==> src/rtl/shift_reg_pkg.sv <==
// Shared types for the universal shift register: operation modes and FSM states.
package shift_reg_pkg;

  typedef enum logic [2:0] {
    MODE_HOLD  = 3'b000,
    MODE_LOAD  = 3'b001,
    MODE_SHL   = 3'b010,
    MODE_SHR   = 3'b011,
    MODE_ROTL  = 3'b100,
    MODE_ROTR  = 3'b101,
    MODE_ASR   = 3'b110,
    MODE_CLEAR = 3'b111
  } mode_e;

  typedef enum logic [1:0] {
    ST_IDLE  = 2'd0,
    ST_SHIFT = 2'd1,
    ST_DONE  = 2'd2
  } state_e;

endpackage

==> src/rtl/shift_reg_next.sv <==
// Combinational next-value mux for the universal shift register.
module shift_reg_next
  import shift_reg_pkg::*;
#(
  parameter int              WIDTH   = 8,
  parameter logic [WIDTH-1:0] RST_VAL = '0
) (
  input  mode_e            mode_i,
  input  logic [WIDTH-1:0] q_i,
  input  logic [WIDTH-1:0] din_i,
  input  logic             sin_l_i,
  input  logic             sin_r_i,
  output logic [WIDTH-1:0] q_next_o
);

  always_comb begin
    q_next_o = q_i;
    unique case (mode_i)
      MODE_HOLD:  q_next_o = q_i;
      MODE_LOAD:  q_next_o = din_i;
      MODE_SHL:   q_next_o = {q_i[WIDTH-2:0], sin_r_i};
      MODE_SHR:   q_next_o = {sin_l_i, q_i[WIDTH-1:1]};
      MODE_ROTL:  q_next_o = {q_i[WIDTH-2:0], q_i[WIDTH-1]};
      MODE_ROTR:  q_next_o = {q_i[0], q_i[WIDTH-1:1]};
      MODE_ASR:   q_next_o = {q_i[WIDTH-1], q_i[WIDTH-1:1]};
      MODE_CLEAR: q_next_o = RST_VAL;
      default:    q_next_o = q_i;
    endcase
  end

endmodule

==> src/rtl/shift_reg_univ.sv <==
// Universal WIDTH-bit shift register with a full-duplex LSB-first serial transfer sequencer.
// Optional parity outputs are enabled by defining SHIFT_REG_UNIV_PARITY_EN.
module shift_reg_univ
  import shift_reg_pkg::*;
#(
  parameter int               WIDTH   = 8,
  parameter logic [WIDTH-1:0] RST_VAL = '0
) (
  input  logic             clk,
  input  logic             arst,
  input  logic [2:0]       mode,
  input  logic [WIDTH-1:0] din,
  input  logic             sin_l,
  input  logic             sin_r,
  input  logic             start,
  output logic [WIDTH-1:0] dout,
  output logic             sout,
  output logic             busy,
  output logic             done
`ifdef SHIFT_REG_UNIV_PARITY_EN
  ,
  output logic             parity,
  output logic             par_err
`endif
);

  localparam int CW = $clog2(WIDTH + 1);

  state_e           state_q, state_d;
  logic [CW-1:0]    cnt_q, cnt_d;
  logic [WIDTH-1:0] q_q, q_d;
  mode_e            nmode;

  // The sequencer reuses the mode mux: start forces LOAD, SHIFT forces SHR, DONE holds.
  always_comb begin
    state_d = state_q;
    cnt_d   = cnt_q;
    nmode   = MODE_HOLD;
    unique case (state_q)
      ST_IDLE: begin
        if (start) begin
          nmode   = MODE_LOAD;
          cnt_d   = CW'(WIDTH);
          state_d = ST_SHIFT;
        end else begin
          nmode = mode_e'(mode);
        end
      end
      ST_SHIFT: begin
        nmode = MODE_SHR;
        cnt_d = cnt_q - CW'(1);
        if (cnt_q == CW'(1)) state_d = ST_DONE;
      end
      ST_DONE: state_d = ST_IDLE;
      default: state_d = ST_IDLE;
    endcase
  end

  shift_reg_next #(
    .WIDTH  (WIDTH),
    .RST_VAL(RST_VAL)
  ) u_next (
    .mode_i  (nmode),
    .q_i     (q_q),
    .din_i   (din),
    .sin_l_i (sin_l),
    .sin_r_i (sin_r),
    .q_next_o(q_d)
  );

  always_ff @(posedge clk or posedge arst) begin
    if (arst) begin
      state_q <= ST_IDLE;
      cnt_q   <= '0;
      q_q     <= RST_VAL;
    end else begin
      state_q <= state_d;
      cnt_q   <= cnt_d;
      q_q     <= q_d;
    end
  end

  assign dout = q_q;
  assign sout = q_q[0];
  assign busy = (state_q == ST_SHIFT);
  assign done = (state_q == ST_DONE);

`ifdef SHIFT_REG_UNIV_PARITY_EN
  logic par_err_q;

  // In DONE, sin_l carries the sender's parity bit for the word just received.
  always_ff @(posedge clk or posedge arst) begin
    if (arst)                                 par_err_q <= 1'b0;
    else if (state_q == ST_IDLE && start)     par_err_q <= 1'b0;
    else if (state_q == ST_DONE)              par_err_q <= (^q_q) ^ sin_l;
  end

  assign parity  = ^q_q;
  assign par_err = par_err_q;
`endif

endmodule

==> config.mk <==
export PLATFORM = sky130hd
export DESIGN_NAME = shift_reg_univ
export DESIGN_NICKNAME = d
export VERILOG_FILES = /design/src/rtl/shift_reg_pkg.sv /design/src/rtl/shift_reg_next.sv /design/src/rtl/shift_reg_univ.sv
export SDC_FILE = /design/constraint.sdc
export NUM_CORES = 1
export LEC_CHECK = 0
export ABC_AREA = 0
export CAP_MARGIN = 0
export CORE_MARGIN = 2
export CORE_UTILIZATION = 50
export CTS_CLUSTER_DIAMETER = 200
export DETAILED_ROUTE_END_ITERATION = 10
export PLACE_DENSITY_LB_ADDON = 0.08
export RECOVER_POWER = 50
export SETUP_SLACK_MARGIN = 0.5
export SYNTH_ARGS = -nofsm -noshare
export SYNTH_HDL_FRONTEND = slang
export SYNTH_SLANG_ARGS = --single-unit
==> constraint.sdc <==
create_clock -name clk -period 2.55 [get_ports clk]
set_input_delay 0.51 -clock clk [delete_from_list [all_inputs] [get_ports clk]]
set_output_delay 0.51 -clock clk [all_outputs]
set_load 0.1 [all_outputs]
==> key figures <==
Status
  • Result of the run: finished clean

Floorplan
  • Std-Cell Rows: 15
  • Top Ports: 27
  • Floorplan die width: around 48 um
  • Floorplan die area: roughly 2300 um^2
  • Initial Util: 0.543
  • Overall die height: between 40 and 50 um
  • Core outline area: 1780 um^2

Global routing
  • Pin count of the biggest net entering global routing: 15
  • Total overflow reported by the global router: 0
  • Global-route wire length before repair: ~3600 um
  • Initial antenna violation count: 0
  • Overall global routing resource usage: 0.227
  • Vias in the first global route: 813

Cells and area
  • Ant. Diodes: 0
  • Final Non-Filler Cells: between 150 and 200
  • Area growth from synthesis to layout: 26.7%
  • Final #Nets: roughly 150
  • Share of layout cells above drive strength 1: 0.225
  • Fillers: approximately 160

Place
  • Input/output buffers: 26
  • RePlAce Congestion: 0.805
  • Cells after DPL: 151
  • Total half-perimeter wirelength after legalization and detailed placement: roughly 1600 um

Logic synthesis
  • Syn Std Cell Area: roughly 970 um^2
  • Gate Count Post-Synth: between 100 and 150
  • Synthesized flop and latch total: 14
  • Synth top area share: 0.362
  • Library cell with the largest summed area after synthesis: sky130_fd_sc_hd__dfrtp_1
  • Portion of the post-synthesis area used by sequential elements: 0.362
  • Synth async-reset ratio: 1.00
  • Yosys synthesis warning count: 0
  • Top area cells in the synthesized netlist: sky130_fd_sc_hd__dfrtp_1, sky130_fd_sc_hd__o31ai_1, sky130_fd_sc_hd__a221oi_1, sky130_fd_sc_hd__nor2_1, sky130_fd_sc_hd__nand2_1
  • Post-synthesis cell type count: 40
  • Number of flops mapped to enable cells by yosys: 0
  • Most frequently used cell type in the post-synthesis netlist: sky130_fd_sc_hd__dfrtp_1
  • Net Count, Synth: between 100 and 150
  • Post-synth top cells: sky130_fd_sc_hd__dfrtp_1, sky130_fd_sc_hd__nor2_1, sky130_fd_sc_hd__nand2_1
  • Most used flip-flop cell after synthesis: sky130_fd_sc_hd__dfrtp_1
  • Synthesized area per cell: 9.22 um^2

Timing
  • Final Max Slew Viols: 0
  • Headroom to the max-slew limit: 0.620
  • Final critical-path share of the clock period: 0.796
  • Setup repair after global routing missed its margin: false
  • Number of failing setup endpoints in the final timing report: 0
  • Pin slew with the least headroom to its limit: roughly 560 ps
  • Upper clock frequency limit: roughly 500 MHz
  • Fin. Hold Viols: 0
  • Setup clock skew after layout: 1.05 ps
  • Minimum hold slack: ~530 ps
  • Total Negative Setup Slacks: 0 ps
  • Min Clock Period, post-route: ~2000 ps

Route
  • Post-route ant nets: 0
  • Drt via density: between 5 and 6
  • Wire length per cell: 14.6 um
  • First-pass iteration count of the detailed router: 4
  • Total via count after detailed routing: 893
  • Iteration-0 DRC count of the detailed router: 30
  • Total Routed Length: around 2300 um
  • DRC Markers: 0

Critical path
  • Worst reg-to-reg setup slack: a little over 700 ps
  • Cell chain of the critical path: dlygate4sd3_1 -> nor4bb_1 -> a311o_2 -> a221oi_1 -> o31ai_1
  • Maximum fanout encountered on the critical timing path: 8
  • Maximum cell stage delay along the critical path: roughly 680 ps
  • Data arrival at the endpoint of the critical path: roughly 2200 ps
  • Worst Path Required: around 2700 ps
  • Worst Setup Path Type: input port to register
  • Worst path slowest cell: sky130_fd_sc_hd__dlygate4sd3_1
  • Crit start category: input port
  • Type of destination of the critical path: register

Flow run
  • Max capacitance violation total: 0

CTS
  • H-tree levels: 1
  • Clock Pin Slew Worst Setup and Hold Paths: 80 ps
  • Clock buffers created by TritonCTS: 3
  • CTS root buf: sky130_fd_sc_hd__clkbuf_4
  • Bufs on Longest Clock Path: 2
  • CTS tree: yes
  • Clock sink total: 14
  • Clk_lat worst skew: 280 ps

Hold path
  • Path class of the lowest-slack min-delay path: register to register
==> sequential cells by signal, indices dropped and copies added (netlist names) <==
name	count
dout	8
cnt_q	4
state_q	2
==> cell type report <==
| type | instances | area, um^2 | area share |
|---|---|---|---|
| Sequential cell | 14 | 352 | 0.286 |
| Clock buffer | 3 | 22.5 | 0.0183 |
| Inverter | 7 | 26.3 | 0.0214 |
| Tap cell | 25 | 31.3 | 0.0255 |
| Multi-Input combinational cell | 78 | 549 | 0.448 |
| Timing Repair Buffer | 27 | 246 | 0.201 |
==> stage by stage <==
stage / setup WS, ps / util / instance area, um^2
global route: 455 / 0.688 / 1230
detailed placement: 257 / 0.672 / 1200
finish: 520 / 0.688 / 1230
global placement: 280 / 0.672 / 1200
floorplan: 664 / - / 971
CTS: 534 / 0.686 / 1220
==> cell families after synthesis <==
| family | share of synthesized area |
|---|---|
| and+or+nand+nor | 0.255 |
| AOI/OAI and AO/OA | 0.247 |
| DFF | 0.362 |
| buffers and inverters | 0.0736 |
| xor gates and xnor gates | 0.0258 |
| adders and majority gates | 0.0258 |
| muxes | 0.0116 |
==> placed cells by master, fill, tap and decap left out, types with 3 or more instances in the layout <==
| cell type | instances |
|---|---|
| sky130_fd_sc_hd__inv_1 | 6 |
| sky130_fd_sc_hd__clkbuf_4 | 3 |
| sky130_fd_sc_hd__buf_4 | 11 |
| sky130_fd_sc_hd__o31ai_1 | 7 |
| sky130_fd_sc_hd__a21oi_1 | 3 |
| sky130_fd_sc_hd__dfrtp_1 | 13 |
| sky130_fd_sc_hd__clkdlybuf4s50_1 | 12 |
| sky130_fd_sc_hd__a221oi_1 | 6 |
| sky130_fd_sc_hd__nand2_1 | 10 |
| sky130_fd_sc_hd__and2b_2 | 4 |
| sky130_fd_sc_hd__nor2_1 | 11 |
| sky130_fd_sc_hd__o21ai_0 | 4 |
==> worst max-delay path: cells and delay by family <==
| family | cells | cell delay, ps |
|---|---|---|
| and+or+nand+nor | 1 | 100 |
| AOI/OAI and AO/OA | 3 | 900 |
| buffers and inverters | 1 | 680 |
==> path summary, 6_finish.rpt <==
path	startpoint	to	depth (start not counted)
worst max-delay path	start	dout[3]$_DFFE_PP0P_	5
worst min-delay path	cnt_q[1]$_DFFE_PP0P_	cnt_q[1]$_DFFE_PP0P_	2
worst max register to register	state_q[0]$_DFFE_PP0P_	dout[4]$_DFFE_PP0P_	4
worst min register to register	cnt_q[1]$_DFFE_PP0P_	cnt_q[1]$_DFFE_PP0P_	2
max in group asynchronous	arst	state_q[1]$_DFFE_PP0P_	2
min in group asynchronous	arst	cnt_q[0]$_DFFE_PP0P_	2
==> routing by layer <==
metal	GRT usage	vias to the layer above	routed length, um
met5	0	-	0
met4	0.119	0	37
met3	0.0340	5	156
met2	0.336	35	980
met1	0.318	421	1080
li1	-	432	-
==> what timing repair did <==
item / 4_1_cts / 5_1_grt
endpoints found under the setup margin: 1 / 3
buffers inserted: 0 / 0
hold buffers: 0 / 0
gates cloned: 0 / 0
gates resized for setup: 1 / 2
Power is not shown: default switching activity piles up to over one toggle a cycle in this logic, so the estimate is an artifact.
